--- config.mk ---
export PLATFORM = sky130hd
export DESIGN_NAME = fft_bitrev_unscramble
export DESIGN_NICKNAME = d
export VERILOG_FILES = /design/src/rtl/fft_bitrev_unscramble.sv
export SDC_FILE = /design/constraint.sdc
export NUM_CORES = 1
export LEC_CHECK = 0
export BUFFER_PORTS_ARGS = -buffer_cell sky130_fd_sc_hd__buf_2
export CAP_MARGIN = 10
export CELL_PAD_IN_SITES_DETAIL_PLACEMENT = 2
export CELL_PAD_IN_SITES_GLOBAL_PLACEMENT = 2
export CORE_MARGIN = 2
export CORE_UTILIZATION = 30
export DETAILED_ROUTE_END_ITERATION = 12
export PLACE_DENSITY = 0.67
export SKIP_LAST_GASP = 1
export SLEW_MARGIN = 20
export SYNTH_ARGS = -nofsm -noshare
export SYNTH_HDL_FRONTEND = slang
export SYNTH_SLANG_ARGS = --single-unit
--- constraint.sdc ---
create_clock -name clk -period 1.7 [get_ports clk]
set_input_delay 0.17 -clock clk [delete_from_list [all_inputs] [get_ports clk]]
set_output_delay 0.17 -clock clk [all_outputs]
set_load 0.005 [all_outputs]
--- src/rtl/fft_bitrev_unscramble.sv ---
// Ping-pong reorder buffer: takes FFT frames in bit-reversed order and streams them out in natural order.
// Define FFT_UNSCRAMBLE_FLUSH_EN to add a synchronous active-high flush port.
module fft_bitrev_unscramble #(
  parameter int SAMPLES = 8,
  parameter int WIDTH   = 3,
  parameter int AW      = $clog2(SAMPLES)
) (
  input  logic             clk,
  input  logic             rst_n,
`ifdef FFT_UNSCRAMBLE_FLUSH_EN
  input  logic             flush,
`endif
  input  logic             in_valid,
  output logic             in_ready,
  input  logic [WIDTH-1:0] in_data,
  output logic             out_valid,
  input  logic             out_ready,
  output logic [WIDTH-1:0] out_data,
  output logic [AW-1:0]    out_index,
  output logic             out_last
);

  typedef enum logic [1:0] {EMPTY, FILLING, FULL, DRAINING} bank_state_e;

  localparam logic [AW-1:0] LAST = AW'(SAMPLES - 1);

  bank_state_e      state [2];
  logic [WIDTH-1:0] mem [2][SAMPLES];
  logic             wb;
  logic             rb;
  logic [AW-1:0]    wr_cnt;
  logic [AW-1:0]    rd_cnt;
  logic             flush_now;
  logic             in_fire;
  logic             out_fire;

`ifdef FFT_UNSCRAMBLE_FLUSH_EN
  assign flush_now = flush;
`else
  assign flush_now = 1'b0;
`endif

  function automatic logic [AW-1:0] bitrev(input logic [AW-1:0] idx);
    logic [AW-1:0] r;
    for (int i = 0; i < AW; i++) begin
      r[i] = idx[AW-1-i];
    end
    return r;
  endfunction

  assign in_ready  = (state[wb] == EMPTY) || (state[wb] == FILLING);
  assign out_valid = (state[rb] == FULL)  || (state[rb] == DRAINING);
  assign in_fire   = in_valid && in_ready;
  assign out_fire  = out_valid && out_ready;

  assign out_data  = out_valid ? mem[rb][rd_cnt] : '0;
  assign out_index = out_valid ? rd_cnt : '0;
  assign out_last  = out_valid && (rd_cnt == LAST);

  // Storage is deliberately left unreset; the bank states decide what is live.
  always_ff @(posedge clk) begin
    if (in_fire && !flush_now) begin
      mem[wb][bitrev(wr_cnt)] <= in_data;
    end
  end

  // Writer and reader can never own the same bank at once (their legal states are
  // disjoint), so both updates below always touch different banks.
  always_ff @(posedge clk or negedge rst_n) begin
    if (!rst_n) begin
      state[0] <= EMPTY;
      state[1] <= EMPTY;
      wb       <= 1'b0;
      rb       <= 1'b0;
      wr_cnt   <= '0;
      rd_cnt   <= '0;
    end else if (flush_now) begin
      state[0] <= EMPTY;
      state[1] <= EMPTY;
      wb       <= 1'b0;
      rb       <= 1'b0;
      wr_cnt   <= '0;
      rd_cnt   <= '0;
    end else begin
      if (in_fire) begin
        state[wb] <= (wr_cnt == LAST) ? FULL : FILLING;
        wr_cnt    <= wr_cnt + AW'(1);
        if (wr_cnt == LAST) begin
          wb <= ~wb;
        end
      end
      if (out_fire) begin
        state[rb] <= (rd_cnt == LAST) ? EMPTY : DRAINING;
        rd_cnt    <= rd_cnt + AW'(1);
        if (rd_cnt == LAST) begin
          rb <= ~rb;
        end
      end
    end
  end

endmodule

### After elaboration in Yosys (flattened, before gate mapping)

Memories as Yosys holds them, arrays and structs flattened.
Cells that the tools add are included.

| operators by class | value |
|---|---|
| bitwise operators | 6 |
| reductions and logical operators | 11 |
| equal/unequal tests | 5 |
| order comparisons | 7 |
| mux-type cells | 25 |
| add/subtract/negate cells | 2 |

Operator list:

| cell | number |
|---|---|
| $mux W24 | 1 |
| $mux W2 | 10 |
| $mux W3 | 5 |
| $bmux W3 S3 | 1 |
| $demux W3 S3 | 1 |
| $bwmux W4 | 2 |
| $ge A4 B4 Y1 const B | 2 |
| $mux W4 | 2 |
| $not A3 Y4 | 2 |
| $add A3 B1 Y3 const B | 2 |
| $eq A3 B3 Y1 const B | 2 |
| $logic_and A1 B1 Y1 | 6 |
| $demux W2 S1 | 2 |
| $eq A2 B2 Y1 const B | 2 |
| $ge A2 B2 Y1 const B | 2 |
| $lt A2 B1 Y1 const B | 2 |
| $lt A4 B1 Y1 const B | 1 |
| $not A1 Y2 | 2 |
| $reduce_and A2 Y1 | 2 |
| $eq A2 B1 Y1 const B | 1 |
| $logic_not A2 Y1 | 1 |
| $logic_or A1 B1 Y1 | 2 |
| $not A1 Y1 | 2 |
| $mux W1 | 1 |

| storage, ports and cells | value |
|---|---|
| word-level logic and storage cells | 63 |
| memories | 1 |
| bits of input ports | 7 |
| bits in writable memories | 48 |
| register bits | 12 |

Memories:

| memory | depth | width | rd ports | clocked after Yosys merged registers in | write ports | RTL line | source |
|---|---|---|---|---|---|---|---|
| mem | 2 | 24 | 1 | 0 | 1 | 28 | `logic [WIDTH-1:0] mem [2][SAMPLES];` |

### Longest topological paths before layout

Gate-level depths: netlist of the first run.

| logic depth | value |
|---|---|
| depth in word-level cells | 10 |
| gate-level depth with buffers | 5 |

### Worst setup path before layout of the first run

No wires, ideal clock.

| timing path | value |
|---|---|
| kind | register to register |
| from | register wb |
| to | memory mem[0][10] (netlist bit) (enable) |
| buffers on the path | 1 |
| stages on the path, launching flop included | 6 |
| slack | 0.138 ns |
| arrival | 1.259 ns |
| required time | 1.397 ns |
| period minus slack after synthesis | 1.562 ns |
| path through | dfrtp_1 > buf_2 > mux2i_1 > nand2_2 > nor3_1 > and2_1 |

| on the way | value |
|---|---|
| longest elaborated chain between the ends | 9 |
| elaborated cells between the ends (all ways) | 10 |

Ends and longest elaborated chain:

| element | RTL line | source |
|---|---|---|
| start: declaration | 29 | `logic wb;` |
| start signal: assignment | 89 | `wb <= ~wb;` |
| $not A1 Y2 (implied by the code) (*) | 51 | `assign in_ready = (state[wb] == EMPTY) \|\| (state[wb] == FILLING);` |
| $mux W2 (implied by the code) (*) (3 in series) | 51 |  |
| $eq A2 B1 Y1 / $logic_not A2 Y1 (equally long branches) | 51 |  |
| $logic_or A1 B1 Y1 (*) | 51 |  |
| via in_ready | 14 | `output logic in_ready,` |
| $logic_and A1 B1 Y1 (*) | 53 | `assign in_fire = in_valid && in_ready;` |
| $mux W1 (*) | 62 | `if (in_fire && !flush_now) begin` |
| $mux W24 (implied by the code) (*) | 63 | `mem[wb][bitrev(wr_cnt)] <= in_data;` |
| end: declaration | 28 |  |

The timed path passes the listed nets; every way through them passes the cells marked *. The select of a mux whose other input is x is not followed.

### Worst setup path after layout of the first run

| timing path | value |
|---|---|
| from | register rb |
| to | output out_data[1] |

| on the way | value |
|---|---|
| longest elaborated chain between the ends | 7 |
| elaborated cells between the ends (all ways) | 12 |

Ends and longest elaborated chain:

| element | RTL line | source |
|---|---|---|
| start: declaration | 30 | `logic rb;` |
| start signal: assignment | 96 | `rb <= ~rb;` |
| branches (longest 6 deep; another with $mem_v2 Z2 W24) | -- |  |
| $mux W3 (*) | 56 | `assign out_data = out_valid ? mem[rb][rd_cnt] : '0;` |
| end: declaration | 18 | `output logic [WIDTH-1:0] out_data,` |

Every way passes the cells marked *. The select of a mux whose other input is x is not followed.

==> results of run 1 <==
[path summary, 6_finish.rpt]
check                         endpoint       from  cells past startpoint
hold / removal                      rb  out_ready                      2
setup reg to reg             rd_cnt[2]         rb                      4
setup / recovery           out_data[1]         rb                      6
hold reg to reg              wr_cnt[0]  wr_cnt[0]                      2
max in group asynchronous    rd_cnt[0]      rst_n                      2
min in group asynchronous    wr_cnt[0]      rst_n                      2
[power breakdown]
group	internal, mW	switching (mW)	leakage, nW
Combinational	1.05	0.946	0.528
Sequential	1.75	0.203	0.551
Clock	0.958	0.543	0.118
Total	3.76	1.69	1.20
[sequential cells by signal, summed over array words and instances, names as in the netlist]
register and flops:
state 2, rb 1, mem 48, wr_cnt 3
rd_cnt 3, wb 1
[critical path, stage by stage, from the launching register on]
cell and delay [ps]:
dfrtp_2 420, buf_12 150, mux4_2 500, mux2i_1 170, nor2_1 60, a21o_1 150, buf_2 120
[layout by cell type, fill, tap and decap left out]
master          n
edfxtp_1       48
buf_2          15
buf_4          15
and2_1         11
mux4_2          9
clkbuf_8        9
dfrtp_1         8
nand2_1         7
inv_1           6
mux2i_1         6
ha_1            5
mux2_2          4
o21ai_0         4
nor3_2          4
and2_2          4
nor3_1          3
bufinv_16       3
nand2_2         2
a31oi_1         2
nand2b_1        2
a21o_1          2
mux4_1          2
o22ai_1         2
xnor2_1         2
ha_4            2
clkinv_2        2
clkinv_1        2
buf_6           2
buf_12          2
dfrtp_2         2
nor2b_1         1
a211oi_1        1
nor2_1          1
or3_1           1
mux2i_2         1
inv_2           1
a41oi_1         1
ha_2            1
dlygate4sd3_1   1
[cell type report]
class / instances / area, sq um / share of cell area
Timing Repair Buffer: 35 / 260 / 0.0823
Inverter: 7 / 26.3 / 0.00831
Clock buffer: 9 / 124 / 0.0392
Tap cell: 105 / 131 / 0.0416
Clock inverter: 7 / 108 / 0.0340
Sequential cell: 58 / 1690 / 0.536
Multi-Input combinational cell: 80 / 817 / 0.259
[per-layer routing]
layer  GRT usage  vias up  wire, um
met3      0.0352        8       250
met2       0.255       24      3180
li1            -      653         -
met1       0.198      737      2770
met4      0.0607        0        97
met5           0        -         0
[logic make-up (layout without fill, tap and decap cells)]
| family | Yosys count | count (layout) | synth area share |
|---|---|---|---|
| fa+ha+maj | 8 | 8 | 0.0396 |
| buf+inv | 12 | 58 | 0.0268 |
| mux | 22 | 22 | 0.150 |
| xor+xnor | 2 | 2 | 0.00694 |
| compound gates | 12 | 12 | 0.0302 |
| flops | 58 | 58 | 0.670 |
| simple gates | 36 | 36 | 0.0768 |
[per-stage QoR]
step                      area [sq um]  setup WS, ps  instances  setup TNS, ps
after floorplan                   2520           138        150              0
after global placement            2790          14.2        277              0
final                             3160          -383        301          -1400
after CTS                         3160          -398        301          -1510
after global routing              3160          -463        301          -1960
after detailed placement          2790         -59.7        277           -606
[repair_timing]
action / 4_1_cts / 5_1_grt
gates cloned: 1 / 0
hold endpoints to repair: 10 / 0
setup endpoints to repair: 22 / 46
setup buffers: 6 / 1
pin swaps: 0 / 1
hold buffers: 1 / 0
resized for setup: 14 / 9
==> results.md, run 1 <==
* Sequential fraction of the synthesis area at 0.670
* Final WS setup at -383 ps
* Status: complete, but fails checks
* Hold Slack at 116 ps
* Die area at ~0.0092 sq mm
* Final Hold Viols at 0
* Initial Util at 0.309
* Ports at 16
* CTS root buffer: clkbuf_8
* Mean post-synth cell area at 16.8 sq um
* Fin nets at just over 200
* Core Util, Final at 0.387
* Post-synth EDFFs at 48
* Synth warnings at 0
* RSZ-0062 raised after global routing: yes
* Largest net degree at the start of global routing at 17
* Max VDD drop at around 0.00054 V
* Crit path time final at 2080 ps
* N_diodes at 0
* Total power at between 5 and 6 mW
* First-pass GRT wire length at around 9800 um
* Number of port buffers at 15
* Sinks on Clock Net at 58
* FMAX at 480 MHz
* Worst min-delay path category: input port to flop
* Final setup fails at 7
* Crit Path Max Fanout at 8
* Ys flop type: edfxtp_1
* Placer Congestion at slightly above 0.8
* Area delta synth->final at 25.2%
* Layout cells sized above 1 at 0.398
* Reg-to-reg slack, setup at about 80 ps
* Overflow after GRT at 0
* Vias in the first global route at about 1.6k
* Die span in y at approximately 96 um
* Top cells by area, synth: edfxtp_1, dfrtp_1, mux4_2
* Clock slew at reported path FFs at roughly 60 ps
* Initial antenna violation count at 0
* Syn nets at between 150 and 200
* Post-Synthesis Cell Area at between 0.002 and 0.003 sq mm
* Final wirelength at around 6300 um
* First-pass detailed-route iteration total at 4
* MaxCap Viol Count at 0
* Core Area at 0.00818 sq mm
* DPL Wire Length at roughly 4600 um
* Via density at around 4.7
* Pwr dens at 1720 mW/mm^2
* Slew margin rel. at 0.716
* DIE WIDTH at 95.7 um
* Slew @ Worst Pin at 426 ps
* Leakage at about 1.2 nW
* Vias at 1422
* Asr flop ratio synth at 0.172
* CTS Buffer Depth at 2
* Top-count cell post-synth: edfxtp_1
* Worst clock skew at between 5 and 6 ps
* Synth cell types at 26
* Most area-hungry cell type in the Yosys netlist: edfxtp_1
* Arrival time worst endpoint at approximately 1900 ps
* Mapped Cells at 150
* Routed length per instance at 20.9 um
* Initial DRC count at 72
* Antenna Nets Post-Route at 0
* CTS tree: yes
* Post-synth top cells: edfxtp_1, and2_1, dfrtp_1, ha_1, nand2_1
* Clock latency at the later pin of the worst-skew pair at roughly 330 ps
* Failing checks: negative setup slack
* Yosys top cell area share at 0.571
* Residual DRC at 0
* CP Launch Type: flop
* Yosys reg bits at a little under 60
* Final period util at 1.23
* Setup Crit Path Kind: flop to output port
* Final Slew Violations at 0
* H-tree Lvls at 3
* # rows at 33
* Gr usage total at 0.155
* TritonCTS Buffers at 9
* Critical path capture point type: output port
* Crit path required time at 1530 ps
* Filler instances at 823
No activity file was read; power rests on OpenSTA's default activity.
==> inputs of run 2 (changes only) <==
--- a/config.mk
+++ b/config.mk
@@ -12,7 +12,8 @@
 export CORE_MARGIN = 2
 export CORE_UTILIZATION = 30
 export DETAILED_ROUTE_END_ITERATION = 12
-export PLACE_DENSITY = 0.67
+export MAX_ROUTING_LAYER = met4
+export PLACE_DENSITY = 0.54
 export SKIP_LAST_GASP = 1
 export SLEW_MARGIN = 20
 export SYNTH_ARGS = -nofsm -noshare
==> results.md, run 2 (synthesis gave the netlist of run 1 again) <==
* Vias at between 1k and 1.5k
* Number of port buffers at 15
* Gr usage total at 0.156
* Hold path depth at 2
* DPL Wire Length at between 4000 and 5000 um
* CTS Buffer Depth at 2
* Final Slew Violations at 0
* Leakage at approximately 1.2 nW
* Final wirelength at roughly 6200 um
* Clock slew at reported path FFs at 60 ps
* Leading cell type in the layout, fill and taps excluded: edfxtp_1
* Hold path start: out_ready
* R2R cell count at 7
* Failing checks: negative setup slack
* Via density at roughly 4.7
* Ports at 16
* H-tree Lvls at 3
* Vias in the first global route at between 1.5k and 2k
* Net Sw Frac at 0.317
* Initial Util at 0.309
* Largest net degree at the start of global routing at 17
* Reg-to-reg slack, setup at -90 ps
* Final WS setup at -334 ps
* Layout cells sized above 1 at 0.413
* Status: complete, but fails checks
* Worst min-delay path category: input port to flop
* Max VDD drop at between 0.0005 and 0.0006 V
* Antenna Nets Post-Route at 0
* Final period util at 1.20
* Switch Pwr at ~1.7 mW
* Worst clock skew at about 9 ps
* Final Hold Viols at 0
* First-pass detailed-route iteration total at 4
* Fin nets at approximately 210
* Combinational share of power at 0.391
* Clk pwr share at 0.249
* Routed length per instance at roughly 20 um
* CP Launch Type: flop
* Largest register FFs at 48
* Crit path time final at between 2000 and 2500 ps
* First-pass GRT wire length at roughly 9700 um
* Placed cell areas at 0.00281 sq mm
* Slew margin rel. at 0.766
* Pwr dens at about 1700 mW/mm^2
* Area delta synth->final at 25.1%
* Initial DRC count at 52
* Die area at around 0.0092 sq mm
* Flop pwr share at 0.360
* Clock latency at the later pin of the worst-skew pair at roughly 340 ps
* Setup Crit Path Kind: flop to output port
* R2r startpoint: rb
* Initial antenna violation count at 0
* Filler instances at around 800
* Final instance area at approximately 0.0032 sq mm
* Core Area at 0.00818 sq mm
* Worst Setup SP: rb
* Slew @ Worst Pin at 351 ps
* CTS tree: yes
* FMAX at about 500 MHz
* Top flop regs: mem: 48 flops, rd_cnt: 3 flops, wr_cnt: 3 flops
* Crit path required time at ~1500 ps
* Crit Path Max Fanout at 7
* DIE WIDTH at between 90 and 100 um
* Critical path capture point type: output port
* Commonest cells after routing, fill and taps aside: edfxtp_1, buf_4, buf_2
* Final setup fails at 10
* Arrival time worst endpoint at ~1900 ps
* MaxCap Viol Count at 0
* Sinks on Clock Net at a little under 60
* Reg2reg end: rd_cnt[1]
* Overflow after GRT at 0
* Internal power at about 3.7 mW
* Residual DRC at 0
* TritonCTS Buffers at 9
* Placer Congestion at between 0.7 and 0.8
* RSZ-0062 raised after global routing: yes
* # rows at 33
* N_diodes at 0
* Setup tns final at -2140 ps
* CTS root buffer: clkbuf_8
* Min-Delay Endpoint: rb
* Reg with most FFs: mem
* Die span in y at 95.7 um
==> run 2: cell types whose count changed in the layout (fill, tap and decap cells not counted), moves of 3 or more <==
cell      previous run  this run
buf_6                2         5
clkbuf_8             9        12
and2_1              11        14
buf_4               15        19
and2_2               4         1
==> run 2: how the worst max path moves through the flow <==
stage / cells after the start / slack, ps / to
floorplan: 5 / 140 / mem[0][10]
global placement: 5 / -40 / out_data[0]
detailed placement: 5 / -80 / out_data[0]
CTS: 6 / -380 / out_data[1]
global route: 6 / -440 / out_data[1]
finish: 5 / -330 / out_data[2]
==> run 2: metal layers <==
| layer | GRT usage | vias to the layer above | part of all wire |
|---|---|---|---|
| li1 | - | 660 | - |
| met1 | 0.201 | 749 | 0.47 |
| met2 | 0.237 | 27 | 0.49 |
| met3 | 0.0431 | 10 | 0.033 |
| met4 | 0.0607 | 0 | 0.014 |
| met5 | - | - | 0 |
==> run 2: power groups by stage <==
stage	sequential [mW]	clock [mW]	combinational, mW
2_1_floorplan	1.88	0	1.12
3_3_place_gp	1.93	0	1.69
3_5_place_dp	1.94	0	1.77
4_1_cts	1.93	1.37	2.03
5_1_grt	1.96	1.42	2.32
6_report	1.93	1.34	2.10
==> run 2: cell type report <==
type | instances | area [sq um] | area share
clock buffer | 14 | 173 | 0.0547
clock inverter | 2 | 35.0 | 0.0111
inverter | 7 | 26.3 | 0.00832
multi-input combinational | 80 | 816 | 0.258
sequential | 58 | 1690 | 0.536
tap | 105 | 131 | 0.0416
timing repair buffer | 40 | 284 | 0.0899
==> run 2: per-stage QoR <==
step	hold WS (ps)	instances	total power [mW]	setup slack (ps)	utilization
6_report	158	306	5.37	-334	0.386
5_1_grt	164	306	5.70	-444	0.386
4_1_cts	97.6	304	5.34	-377	0.380
2_1_floorplan	-126	150	3.01	138	-
3_3_place_gp	67.1	281	3.62	-36.2	0.344
3_5_place_dp	76.0	281	3.71	-75.5	0.344
==> run 2: worst max-delay path: stages, from the launching register on <==
cell and delay (ps):
dfrtp_1 390, buf_6 160, mux4_2 520, mux2i_2 200
o22ai_1 120, buf_2 140
==> run 2: repair_timing <==
| item | in CTS | in global routing |
|---|---|---|
| resized for setup | 14 | 15 |
| setup buffers | 6 | 2 |
| endpoints found under the hold margin | 10 | 0 |
| endpoints found under the setup margin | 12 | 45 |
| cloned | 0 | 0 |
| hold buffers | 1 | 0 |
| pin swaps | 2 | 2 |
==> inputs of run 3 (changes only) <==
--- a/config.mk
+++ b/config.mk
@@ -14,7 +14,6 @@
 export DETAILED_ROUTE_END_ITERATION = 12
 export MAX_ROUTING_LAYER = met4
 export PLACE_DENSITY = 0.54
-export SKIP_LAST_GASP = 1
 export SLEW_MARGIN = 20
 export SYNTH_ARGS = -nofsm -noshare
 export SYNTH_HDL_FRONTEND = slang
==> results.md, run 3 (synthesis gave the netlist of run 1 again) <==
* Core Util, Final at 0.388
* Initial DRC count at between 40 and 50
* Vias in the first global route at about 1.7k
* Crit Path Max Fanout at 7
* Leading cell type in the layout, fill and taps excluded: edfxtp_1
* Post-place setup slack at -75.5 ps
* Worst min-delay path category: input port to flop
* Core Area at 0.00818 sq mm
* Reg2reg end: rd_cnt[1]
* Die span in y at approximately 96 um
* Min-Delay Endpoint: rb
* MaxCap Viol Count at 0
* Final wirelength at 6230 um
* Status: complete, but fails checks
* Gr usage total at 0.157
* Ports at 16
* Hold path depth at 2
* Top flop regs: mem: 48 flops, rd_cnt: 3 flops, wr_cnt: 3 flops
* Slew margin rel. at 0.769
* R2R cell count at 7
* Setup Crit Path Kind: flop to output port
* Placer Congestion at roughly 0.73
* Final instance area at approximately 0.0032 sq mm
* Net Sw Frac at 0.317
* Clk pwr share at 0.248
* Antenna Nets Post-Route at 0
* DPL Wire Length at 4410 um
* Final setup fails at 10
* Die area at a little over 0.009 sq mm
* CTS Buffer Depth at 2
* Overflow after GRT at 0
* Reg-to-reg slack, setup at -80 ps
* CTS root buffer: clkbuf_8
* Number of port buffers at 15
* Vias at 1441
* Flop pwr share at 0.358
* Slew @ Worst Pin at approximately 350 ps
* Worst clock skew at just under 9 ps
* Area of the multi-input gates at between 800 and 900 sq um
* Reg with most FFs: mem
* Filler instances at roughly 820
* Internal power at 3.68 mW
* Pwr dens at between 1500 and 2000 mW/mm^2
* Crit path time final at a little over 2000 ps
* Fin nets at between 200 and 250
* Max VDD drop at ~0.00051 V
* Final Slew Violations at 0
* Layout cells sized above 1 at 0.428
* First-pass detailed-route iteration total at 4
* Reg area at roughly 0.0017 sq mm
* First-pass GRT wire length at around 9700 um
* Clock latency at the later pin of the worst-skew pair at between 300 and 400 ps
* Initial antenna violation count at 0
* FMAX at about 500 MHz
* Placed cell areas at approximately 0.0028 sq mm
* Largest register FFs at 48
* R2r startpoint: rb
* # rows at 33
* CTS tree: yes
* Switch Pwr at ~1.7 mW
* Sinks on Clock Net at 58
* Largest net degree at the start of global routing at 17
* RSZ-0062 raised after global routing: yes
* Routed length per instance at ~20 um
* Via density at about 4.7
* Hold path start: out_ready
* CP Launch Type: flop
* Residual DRC at 0
* Clock slew at reported path FFs at 60 ps
* H-tree Lvls at 3
* Final period util at 1.19
* Area delta synth->final at 25.5%
* Initial Util at 0.309
* Final WS setup at -325 ps
* Commonest cells after routing, fill and taps aside: edfxtp_1, buf_4, buf_2
* Combinational share of power at 0.394
* DIE WIDTH at approximately 96 um
* Failing checks: negative setup slack
* Critical path capture point type: output port
* N_diodes at 0
* Final Hold Viols at 0
* TritonCTS Buffers at 9
* Leakage at 1.23 nW
* Arrival time worst endpoint at 1860 ps
* Crit path required time at around 1500 ps
* Hold Slack at roughly 160 ps
run 3: per-stage QoR:
stage	total power, mW	TNS, ps	instances
global route	5.72	-2910	306
detailed placement	3.71	-268	281
CTS	5.36	-2220	304
floorplan	3.01	0	150
global placement	3.62	-39.9	281
finish	5.39	-2080	306
run 3: per-layer routing:
layer  vias to the layer above  routed length [um]  track usage
met5                         -                   0            -
met4                         0                 102       0.0607
met3                        12                 195       0.0431
met2                        25                2980        0.234
met1                       743                2950        0.206
li1                        661                   -            -
run 3: repair_timing:
item,CTS,global route
hold buffers,1,0
gates resized for setup,17,15
pin swaps,3,0
setup endpoints to repair,12,37
setup buffers,6,2
endpoints found under the hold margin,10,0
run 3: how the worst max path moves through the flow:
stage,end,depth (start not counted),slack (ps),startpoint
after floorplan,mem[0][10],5,140,wb
after global placement,out_data[0],5,-40,rb
after detailed placement,out_data[0],5,-80,rb
after CTS,out_data[1],6,-380,rb
after global routing,out_data[1],6,-440,rb
final,out_data[1],6,-330,rb
run 3: worst max-delay path: stages (launching register included):
cell	delay [ps]
dfrtp_1	380
buf_6	160
mux4_2	490
mux2i_1	160
nor2_1	50
a21o_1	150
buf_2	120
run 3: final cells by class:
type	instances	share of cell area
tap	105	0.0415
inverter	7	0.00829
sequential	58	0.535
timing repair buffer	40	0.0896
clock inverter	2	0.0111
clock buffer	14	0.0545
multi-input combinational	80	0.261
run 3: power groups by stage:
stage	combinational (mW)	sequential, mW	clock (mW)
floorplan	1.12	1.88	0
global placement	1.69	1.93	0
detailed placement	1.77	1.94	0
CTS	2.05	1.93	1.37
global route	2.34	1.96	1.42
finish	2.12	1.93	1.34
